===== src/rtl/calc_pkg.sv =====
// Shared constants for the calculator front-end sequencer: widths, state and op encodings.
package calc_pkg;

  localparam int W_IN  = 5;
  localparam int W_OUT = 8;

  typedef enum logic [1:0] {
    GET_A = 2'd0,
    GET_B = 2'd1,
    CALC  = 2'd2,
    DONE  = 2'd3
  } state_e;

  localparam logic OP_ADD = 1'b0;
  localparam logic OP_MUL = 1'b1;

endpackage


===== src/rtl/calc_seq_dpath.sv =====
// Operand/op registers, shift-add accumulator over a single shared adder, and the
// registered result/valid/overflow presented while the controller sits in DONE.
module calc_seq_dpath
  import calc_pkg::*;
#(
  parameter int W_IN  = calc_pkg::W_IN,
  parameter int W_OUT = calc_pkg::W_OUT
) (
  input  logic             clk,
  input  logic             rst,
  input  logic [W_IN-1:0]  sw_in,
  input  logic             op,
  input  logic             load_a,
  input  logic             load_b,
  input  logic             clr_acc,
  input  logic             step,
  input  logic             load_res,
  input  logic             clr_val,
  output logic             is_last,
  output logic [W_IN-1:0]  a_o,
  output logic [W_IN-1:0]  b_o,
  output logic [W_OUT-1:0] result_o,
  output logic             result_val_o,
  output logic             overflow_o
);

  localparam int W_ACC = 2 * W_IN;
  localparam int W_CNT = (W_IN > 1) ? $clog2(W_IN) : 1;

  logic [W_IN-1:0]  a_q, a_d, b_q, b_d;
  logic             op_q, op_d;
  logic [W_ACC-1:0] acc_q, acc_d;
  logic [W_CNT-1:0] cnt_q, cnt_d;
  logic [W_OUT-1:0] res_q, res_d;
  logic             val_q, val_d, ovf_q, ovf_d;

  logic [W_ACC-1:0] shifted, add_x, add_y, sum;

  // One adder serves both ops: add presents A and B directly, multiply adds the
  // partial product selected by the current multiplier bit onto the accumulator.
  always_comb begin
    shifted = W_ACC'(a_q) << cnt_q;
    if (op_q == OP_MUL) begin
      add_x = acc_q;
      add_y = b_q[cnt_q] ? shifted : '0;
    end else begin
      add_x = W_ACC'(a_q);
      add_y = W_ACC'(b_q);
    end
    sum     = add_x + add_y;
    is_last = (op_q == OP_ADD) || (cnt_q == W_CNT'(W_IN - 1));
  end

  always_comb begin
    a_d   = a_q;
    b_d   = b_q;
    op_d  = op_q;
    acc_d = acc_q;
    cnt_d = cnt_q;
    res_d = res_q;
    val_d = val_q;
    ovf_d = ovf_q;

    if (load_a) a_d = sw_in;
    if (load_b) begin
      b_d  = sw_in;
      op_d = op;
    end

    if (clr_acc) begin
      acc_d = '0;
      cnt_d = '0;
    end else if (step) begin
      acc_d = sum;
      if (!is_last) cnt_d = cnt_q + W_CNT'(1);
    end

    // Result is taken from the adder output so it lands on the edge entering DONE.
    if (load_res) begin
      res_d = sum[W_OUT-1:0];
      val_d = 1'b1;
      ovf_d = |sum[W_ACC-1:W_OUT];
    end else if (clr_val) begin
      val_d = 1'b0;
      ovf_d = 1'b0;
    end
  end

  always_ff @(posedge clk) begin
    if (rst) begin
      a_q   <= '0;
      b_q   <= '0;
      op_q  <= OP_ADD;
      acc_q <= '0;
      cnt_q <= '0;
      res_q <= '0;
      val_q <= 1'b0;
      ovf_q <= 1'b0;
    end else begin
      a_q   <= a_d;
      b_q   <= b_d;
      op_q  <= op_d;
      acc_q <= acc_d;
      cnt_q <= cnt_d;
      res_q <= res_d;
      val_q <= val_d;
      ovf_q <= ovf_d;
    end
  end

  assign a_o          = a_q;
  assign b_o          = b_q;
  assign result_o     = res_q;
  assign result_val_o = val_q;
  assign overflow_o   = ovf_q;

endmodule


===== src/rtl/calc_seq_ctrl.sv =====
// Calculator front-end sequencer: collects two operands from one switch bank and
// runs add (1 cycle) or shift-add multiply (W_IN cycles) on the shared datapath.
//
//   state | meaning
//   GET_A | waiting for first operand
//   GET_B | waiting for second operand and op
//   CALC  | datapath iterating, enter ignored
//   DONE  | result valid; enter starts a new operand A
module calc_seq_ctrl
  import calc_pkg::*;
#(
  parameter int W_IN  = calc_pkg::W_IN,
  parameter int W_OUT = calc_pkg::W_OUT
) (
  input  logic             clk,
  input  logic             rst,
  input  logic [W_IN-1:0]  sw_in,
  input  logic             op,
  input  logic             enter,
  input  logic             clear,
  output logic [W_IN-1:0]  in0_out,
  output logic [W_IN-1:0]  in1_out,
  output logic [W_OUT-1:0] result,
  output logic             result_val,
  output logic             overflow,
  output logic             busy,
  output logic [1:0]       state_dbg
);

  state_e state_q, state_d;
  logic   rst_all;
  logic   load_a, load_b, clr_acc, step, load_res, clr_val, is_last;

  // Soft clear behaves exactly like reset and beats a simultaneous enter.
  assign rst_all = rst | clear;

  always_ff @(posedge clk) begin
    if (rst_all) state_q <= GET_A;
    else         state_q <= state_d;
  end

  always_comb begin
    state_d = state_q;
    case (state_q)
      GET_A:   if (enter)   state_d = GET_B;
      GET_B:   if (enter)   state_d = CALC;
      CALC:    if (is_last) state_d = DONE;
      DONE:    if (enter)   state_d = GET_B;
      default:              state_d = GET_A;
    endcase
  end

  always_comb begin
    load_a    = enter && ((state_q == GET_A) || (state_q == DONE));
    load_b    = enter && (state_q == GET_B);
    clr_acc   = load_b;
    step      = (state_q == CALC);
    load_res  = step && is_last;
    clr_val   = enter && (state_q == DONE);
    busy      = (state_q == CALC);
    state_dbg = state_q;
  end

  calc_seq_dpath #(
    .W_IN  (W_IN),
    .W_OUT (W_OUT)
  ) u_dpath (
    .clk          (clk),
    .rst          (rst_all),
    .sw_in        (sw_in),
    .op           (op),
    .load_a       (load_a),
    .load_b       (load_b),
    .clr_acc      (clr_acc),
    .step         (step),
    .load_res     (load_res),
    .clr_val      (clr_val),
    .is_last      (is_last),
    .a_o          (in0_out),
    .b_o          (in1_out),
    .result_o     (result),
    .result_val_o (result_val),
    .overflow_o   (overflow)
  );

endmodule

===== config.mk =====
export PLATFORM = sky130hd
export DESIGN_NAME = calc_seq_ctrl
export DESIGN_NICKNAME = d
export VERILOG_FILES = /design/src/rtl/calc_pkg.sv /design/src/rtl/calc_seq_dpath.sv /design/src/rtl/calc_seq_ctrl.sv
export SDC_FILE = /design/constraint.sdc
export NUM_CORES = 1
export LEC_CHECK = 0
export ABC_AREA = 0
export BUFFER_PORTS_ARGS = -buffer_cell sky130_fd_sc_hd__buf_2
export CORE_UTILIZATION = 45
export CTS_CLUSTER_DIAMETER = 200
export DETAILED_ROUTE_END_ITERATION = 8
export GPL_TIMING_DRIVEN = 1
export PLACE_DENSITY = 0.65
export SLEW_MARGIN = 20
export SYNTH_ARGS = -nofsm -noshare
export SYNTH_HDL_FRONTEND = slang
export SYNTH_HIERARCHICAL = 1
export SYNTH_SLANG_ARGS = --single-unit

===== constraint.sdc =====
create_clock -name clk -period 8.37 [get_ports clk]
set_clock_uncertainty 0.15 [all_clocks]
set_input_delay 0.837 -clock clk [delete_from_list [all_inputs] [get_ports clk]]
set_output_delay 0.837 -clock clk [all_outputs]
set_load 0.01 [all_outputs]

==> results of run 1 <==
[worst min-delay path, cell delays in order (launching register included)]
cell and delay, ns:
dfxtp_1 0.31, nand2b_1 0.06, a21oi_1 0.05
[through the flow]
step                      hold slack (ns)  cell area (um^2)
final                               0.324              2470
after global routing                0.353              2470
after CTS                           0.327              2470
after detailed placement            0.315              2360
after global placement              0.315              2360
after floorplan                     0.296              2190
[metal layers]
metal | GRT usage (%) | routed length, um
met5 | 0 | 0
met4 | 7.84 | 90
met3 | 5.06 | 218
met2 | 31.6 | 1990
met1 | 26.2 | 2280
[layout make-up]
class,instances,area [um^2],area share (%)
Sequential cell,36,721,29.2
Clock inverter,2,35.0,1.42
Inverter,13,48.8,1.98
Tap cell,52,65.1,2.63
Clock buffer,6,72.6,2.94
Timing Repair Buffer,32,160,6.48
Multi-Input combinational cell,186,1370,55.4
[state kept, by name, summed over array words and instances (netlist names)]
name and count:
u_dpath/result_o 8, u_dpath/overflow_o 1, u_dpath/b_o 5, u_dpath/acc_q 10
u_dpath/cnt_q 3, u_dpath/a_o 5, u_dpath/result_val_o 1, state_dbg 2
u_dpath/op_q 1
[power by group]
part	switching, mW	internal, mW	total (mW)
Combinational	0.0174	0.0132	0.0306
Sequential	0.00315	0.173	0.177
Clock	0.0617	0.0884	0.150
[cells in the final DEF (no fill, tap or decap), types with 2 or more instances in the layout]
master	n
buf_2	32
dfxtp_1	36
xnor2_1	6
a311oi_1	2
a31oi_1	4
a32o_1	2
and2_1	9
o22ai_1	6
a21o_1	2
nand2b_1	4
nand2_1	11
inv_1	13
nor2b_1	3
or3b_1	2
nor2_1	38
a211oi_1	4
o21ai_0	2
xor2_1	3
mux2_2	12
clkbuf_8	5
ha_1	14
mux2i_1	27
nand3_1	4
a21oi_1	14
[cell families (layout without fill, tap and decap cells)]
logic type	after synthesis	in the layout	share of synthesized area [%]
simple gates	78	78	16.9
xor+xnor	9	9	3.60
fa+ha+maj	15	15	8.92
mux	40	40	19.6
buf+inv	26	53	4.52
flops	36	36	33.0
compound gates	44	44	13.6
[how the worst max path moves through the flow]
stage / slack (ns) / end / cells past startpoint / startpoint
2_1_floorplan: 5.33 / u_dpath/acc_q[9]$_SDFFE_PP0P_ / 13 / u_dpath/cnt_q[0]$_SDFFE_PP0P_
3_3_place_gp: 5.02 / u_dpath/acc_q[9]$_SDFFE_PP0P_ / 10 / u_dpath/cnt_q[0]$_SDFFE_PP0P_
3_5_place_dp: 4.98 / u_dpath/acc_q[9]$_SDFFE_PP0P_ / 10 / u_dpath/cnt_q[0]$_SDFFE_PP0P_
4_1_cts: 4.95 / u_dpath/acc_q[9]$_SDFFE_PP0P_ / 10 / u_dpath/cnt_q[0]$_SDFFE_PP0P_
5_1_grt: 4.74 / u_dpath/acc_q[7]$_SDFFE_PP0P_ / 10 / u_dpath/cnt_q[0]$_SDFFE_PP0P_
6_report: 4.97 / u_dpath/acc_q[9]$_SDFFE_PP0P_ / 10 / u_dpath/cnt_q[0]$_SDFFE_PP0P_
==> key figures, run 1 <==
Synth
  • Synth area leaders: dfxtp_1 33%, mux2i_1 12%, ha_1 8.0%, nor2_1 6.5%, mux2_2 6.2%
  • Syn Inst Count: 248
  • Async SR Flop Fraction: 0%
  • Top-area cell type share of the netlist area: 33.0%
  • Leading area contributor after synthesis: dfxtp_1
  • Post-synth top flop: dfxtp_1
  • Synthesized Nets: approximately 270
  • Synthesized area per cell: between 8 and 9 um^2
  • Most frequent cell after synthesis: nor2_1
  • Synth top cells by count: 38 x nor2_1, 36 x dfxtp_1, 27 x mux2i_1
  • Mapped Area: approximately 2200 um^2
  • YS warnings: 6
  • Number of flops mapped to enable cells by yosys: 0
  • Seq cells post-synth: 36
  • Count of cell types in the netlist: 42
  • Seq/Total Area, Yosys: roughly a third

Global routing
  • GRT Util Overall: roughly a fifth
  • First-pass GRT wire length: between 7000 and 8000 um
  • Initial antenna violation count: 0
  • Vias in the first global route: between 1500 and 2000
  • Largest net degree at the start of global routing: 24
  • Total gr overflow: 0

Clocking
  • Post-CTS Setup Repair Bufs: 0
  • # resized after CTS: 0
  • TritonCTS clock tree: yes
  • CTS root buf: clkbuf_8
  • Num CTS Buffers: 5
  • Clock-pin slew on the worst setup and hold paths: roughly 0.070 ns
  • CTS H-tree lvls: 2
  • Clk_lat worst skew: between 0.2 and 0.3 ns
  • Clock Tree Buf Depth: 2
  • Clk sinks: 36
  • Hold buffers post-CTS: 0

Timing
  • Setup-failing EPs final: 0
  • Min cycle time layout: between 3 and 4 ns
  • Max Slew Vio Count: 0
  • FMAX: slightly below 300 MHz
  • RSZ-0062 raised after global routing: no
  • Worst Max-Slew Pin Slew: 0.828 ns
  • Final setup TNS: 0 ns
  • Worst slew margin: 44.8%
  • Final WS setup: 4.97 ns
  • Final-report hold violation count: 0
  • Tcrit/Tclk final: about 41%

Detailed routing
  • Vias/cell: 5.43
  • Final WL: between 4000 and 5000 um
  • Vias: approximately 1800
  • Antenna-violating nets left: 0
  • First-iteration detailed-routing DRC count: 64
  • DR DRC count: 0
  • Pre-antenna DRT Iters: 4
  • Post-DR wirelength/cell: between 10 and 15 um

Critical path
  • R2R Path End: u_dpath/acc_q[9]$_SDFFE_PP0P_
  • Worst-path fanout max: 12
  • Delay of the slowest critical-path stage: between 0.5 and 0.6 ns
  • Req. time, crit path: about 8.5 ns
  • Critical R2R Launch: u_dpath/cnt_q[0]$_SDFFE_PP0P_
  • CP bufs+invs: 0
  • CP Launch Type: register
  • Critical path class: register to register
  • Crit end category: register
  • Most frequent CP cell: mux2_2
  • Critical path arrival: around 3.5 ns
  • Crit path cell chain: mux4_2 > mux2_2 > nand2_1 > o22ai_1 > ha_1 > nor2b_1 > a311o_2 > a21oi_4 > mux2_2 > a21oi_1
  • Reg2Reg Setup Slack: between 4 and 5 ns
  • Delay-heaviest family, CP: multiplexers
  • Slowest library cell on the worst path: dfxtp_1
  • Cells on worst reg2reg path: 10

Placed design
  • Dpl ws: 4.98 ns
  • # port buffers: 32
  • Dpl cells: around 320
  • Detailed Place HPWL: roughly 3300 um
  • Routability Congestion: slightly above 0.8

Floorplan
  • Rows: 24
  • IO Count: 33
  • Initial core utilization: approximately half
  • Die Span Y: 71.7 um
  • Die area: 5140 um^2
  • Die W: 71.7 um
  • Core area: 4500 um^2

Cells and area
  • Layout cell share with drive strength beyond 1: 21.1%
  • Final #Nets: 299
  • Filler Cell Count: 430
  • Post-layout util: between 50% and 60%
  • N_diodes: 0
  • Non-filler instance count after layout: 327
  • Area grow syn2layout: 12.9%

Power
  • P_leak: a little under 1 nW
  • Max VDD drop: ~0.1 mV
  • Pwr Density: 145 nW/um^2
  • Pwr Total: ~360 uW

Run
  • Max-Cap Viols: 0

Hold path
  • Hold Path End: u_dpath/acc_q[9]$_SDFFE_PP0P_
  • Hold Path Cell Cnt: 2
  • Worst Hold Class: register to register
  • Hold Startpoint: u_dpath/acc_q[9]$_SDFFE_PP0P_

Run status
  • Status: complete, no violations
(Power assumes the default switching activity.)
==> run 2: changes to the inputs <==
clock period = 3.56 ns   (was 8.37 ns; I/O delays follow)
==> run 2 against run 1 <==
Hold slack lost 0.17 ns. Highest routed layer unchanged. Non-clock buffer count increased by 4. Sequential share of layout area fell by 0.15 points. Register-to-register slack lost 4.6 ns. Utilization up 0.28 points. Critical path type unchanged.
==> key figures, run 2 (synthesis results as in run 1) <==
Clocking
  • # resized after CTS: 0
  • Clk_lat worst skew: 0.29 ns
  • Post-CTS Setup Repair Bufs: 0
  • Clk sinks: 36
  • TritonCTS clock tree: yes
  • Num CTS Buffers: 5
  • Hold buffers post-CTS: 0
  • CTS H-tree lvls: 2
  • Clock Tree Buf Depth: 2
  • Clock-pin slew on the worst setup and hold paths: ~0.070 ns
  • CTS root buf: clkbuf_8

Detailed routing
  • Post-DR wirelength/cell: between 10 and 15 um
  • Vias: roughly 1800
  • Final WL: ~4600 um
  • DR DRC count: 0
  • First-iteration detailed-routing DRC count: 55
  • Antenna-violating nets left: 0
  • Pre-antenna DRT Iters: 4
  • Vias/cell: between 5 and 6

Power
  • Pwr Density: between 300 and 400 nW/um^2
  • P_leak: 0.999 nW
  • Max VDD drop: 0.177 mV

Global routing
  • First-pass GRT wire length: ~7500 um
  • Largest net degree at the start of global routing: 24
  • GRT Util Overall: 18.9%
  • Vias in the first global route: ~1600
  • Initial antenna violation count: 0
  • Total gr overflow: 0

Run
  • Max-Cap Viols: 0

Critical path
  • CP Launch Type: register
  • Most frequent CP cell: mux2_2
  • Crit end category: register
  • Delay of the slowest critical-path stage: around 0.53 ns
  • Crit path cell chain: mux4_2 > mux2_2 > nand2_1 > o22ai_1 > ha_1 > nor2b_1 > a311o_2 > a21oi_4 > mux2_2 > a21oi_1
  • Req. time, crit path: approximately 3.6 ns
  • Critical path class: register to register
  • Critical path arrival: around 3.2 ns
  • Slowest library cell on the worst path: mux4_2
  • Worst-path fanout max: 4

Floorplan
  • Die Span Y: roughly 70 um
  • Initial core utilization: roughly 49%
  • Die area: roughly 5100 um^2
  • Core area: 4500 um^2
  • Rows: 24
  • Die W: 71.7 um
  • IO Count: 33

Timing
  • Setup-failing EPs final: 0
  • FMAX: around 320 MHz
  • Tcrit/Tclk final: 88.4%
  • Worst Max-Slew Pin Slew: between 0.7 and 0.8 ns
  • Worst slew margin: 48.7%
  • RSZ-0062 raised after global routing: no
  • Max Slew Vio Count: 0
  • Final WS setup: a little over 0.4 ns
  • Final setup TNS: 0 ns
  • Min cycle time layout: 3.15 ns
  • Final-report hold violation count: 0

Cells and area
  • Top reg by flops: u_dpath/acc_q
  • N_diodes: 0
  • Final #Nets: 303
  • Area grow syn2layout: 13.5%
  • Most frequent cells in the layout: 38 x nor2_1, 36 x dfxtp_1, 32 x buf_2
  • Layout cell share with drive strength beyond 1: a little over a fifth
  • Number of flip-flops in the largest register: 10
  • Filler Cell Count: ~420
  • Commonest non-fill, non-tap cell in the layout: nor2_1

Placed design
  • Routability Congestion: ~0.88
  • Dpl ws: 0.441 ns
  • Detailed Place HPWL: approximately 3400 um
  • # port buffers: 32

Run status
  • Status: complete, no violations

Hold path
  • Worst Hold Class: primary input to register
-- run 2: worst max-delay path, delay by kind of cell (launching register included) --
family	cells	cell delay, ns
simple gates	2	0.27
mux	3	1.15
flops	1	0.38
compound gates	4	0.79
fa+ha+maj	1	0.34
-- run 2: per-stage QoR --
| step | std cells | power [mW] | utilization (%) | hold slack (ns) | area (um^2) |
|---|---|---|---|---|---|
| finish | 331 | 0.784 | 55.1 | 0.158 | 2480 |
| global placement | 323 | 0.496 | 53.1 | 0.310 | 2390 |
| CTS | 331 | 0.794 | 55.1 | 0.155 | 2480 |
| global route | 331 | 0.821 | 55.1 | 0.157 | 2480 |
| floorplan | 248 | 0.474 | - | 0.296 | 2190 |
| detailed placement | 323 | 0.496 | 53.1 | 0.320 | 2390 |
-- run 2: area by class of cell --
cell class              instances  area, um^2  area share (%)
clock buffers                   8        90.1            3.63
repair buffers                 36         190            7.66
well taps                      52        65.1            2.62
multi-input cells             186        1370            55.1
inverters                      13        48.8            1.97
flip-flops and latches         36         721            29.0
-- run 2: worst paths after layout --
check	from	to	slack (ns)	cells after the start
worst min register to register	u_dpath/acc_q[9]$_SDFFE_PP0P_	u_dpath/acc_q[9]$_SDFFE_PP0P_	0.33	2
worst max register to register	u_dpath/cnt_q[0]$_SDFFE_PP0P_	u_dpath/acc_q[9]$_SDFFE_PP0P_	0.41	10
worst min-delay path	op	u_dpath/op_q$_SDFFE_PP0P_	0.16	3
worst max-delay path	u_dpath/cnt_q[0]$_SDFFE_PP0P_	u_dpath/acc_q[9]$_SDFFE_PP0P_	0.41	10
-- run 2: per-layer routing --
| metal | global-route usage [%] | vias up | routed length, um |
|---|---|---|---|
| li1 | - | 919 | - |
| met1 | 25.8 | 834 | 2340 |
| met3 | 4.22 | 6 | 138 |
| met4 | 7.19 | 0 | 68 |
| met5 | 0 | - | 0 |
| met2 | 29.0 | 33 | 2020 |
-- run 2: where the power goes --
part / switching, mW / total, mW / internal, mW
Combinational: 0.0408 / 0.0722 / 0.0314
Sequential: 0.00690 / 0.415 / 0.408
Clock: 0.139 / 0.297 / 0.158
Total: 0.187 / 0.784 / 0.597
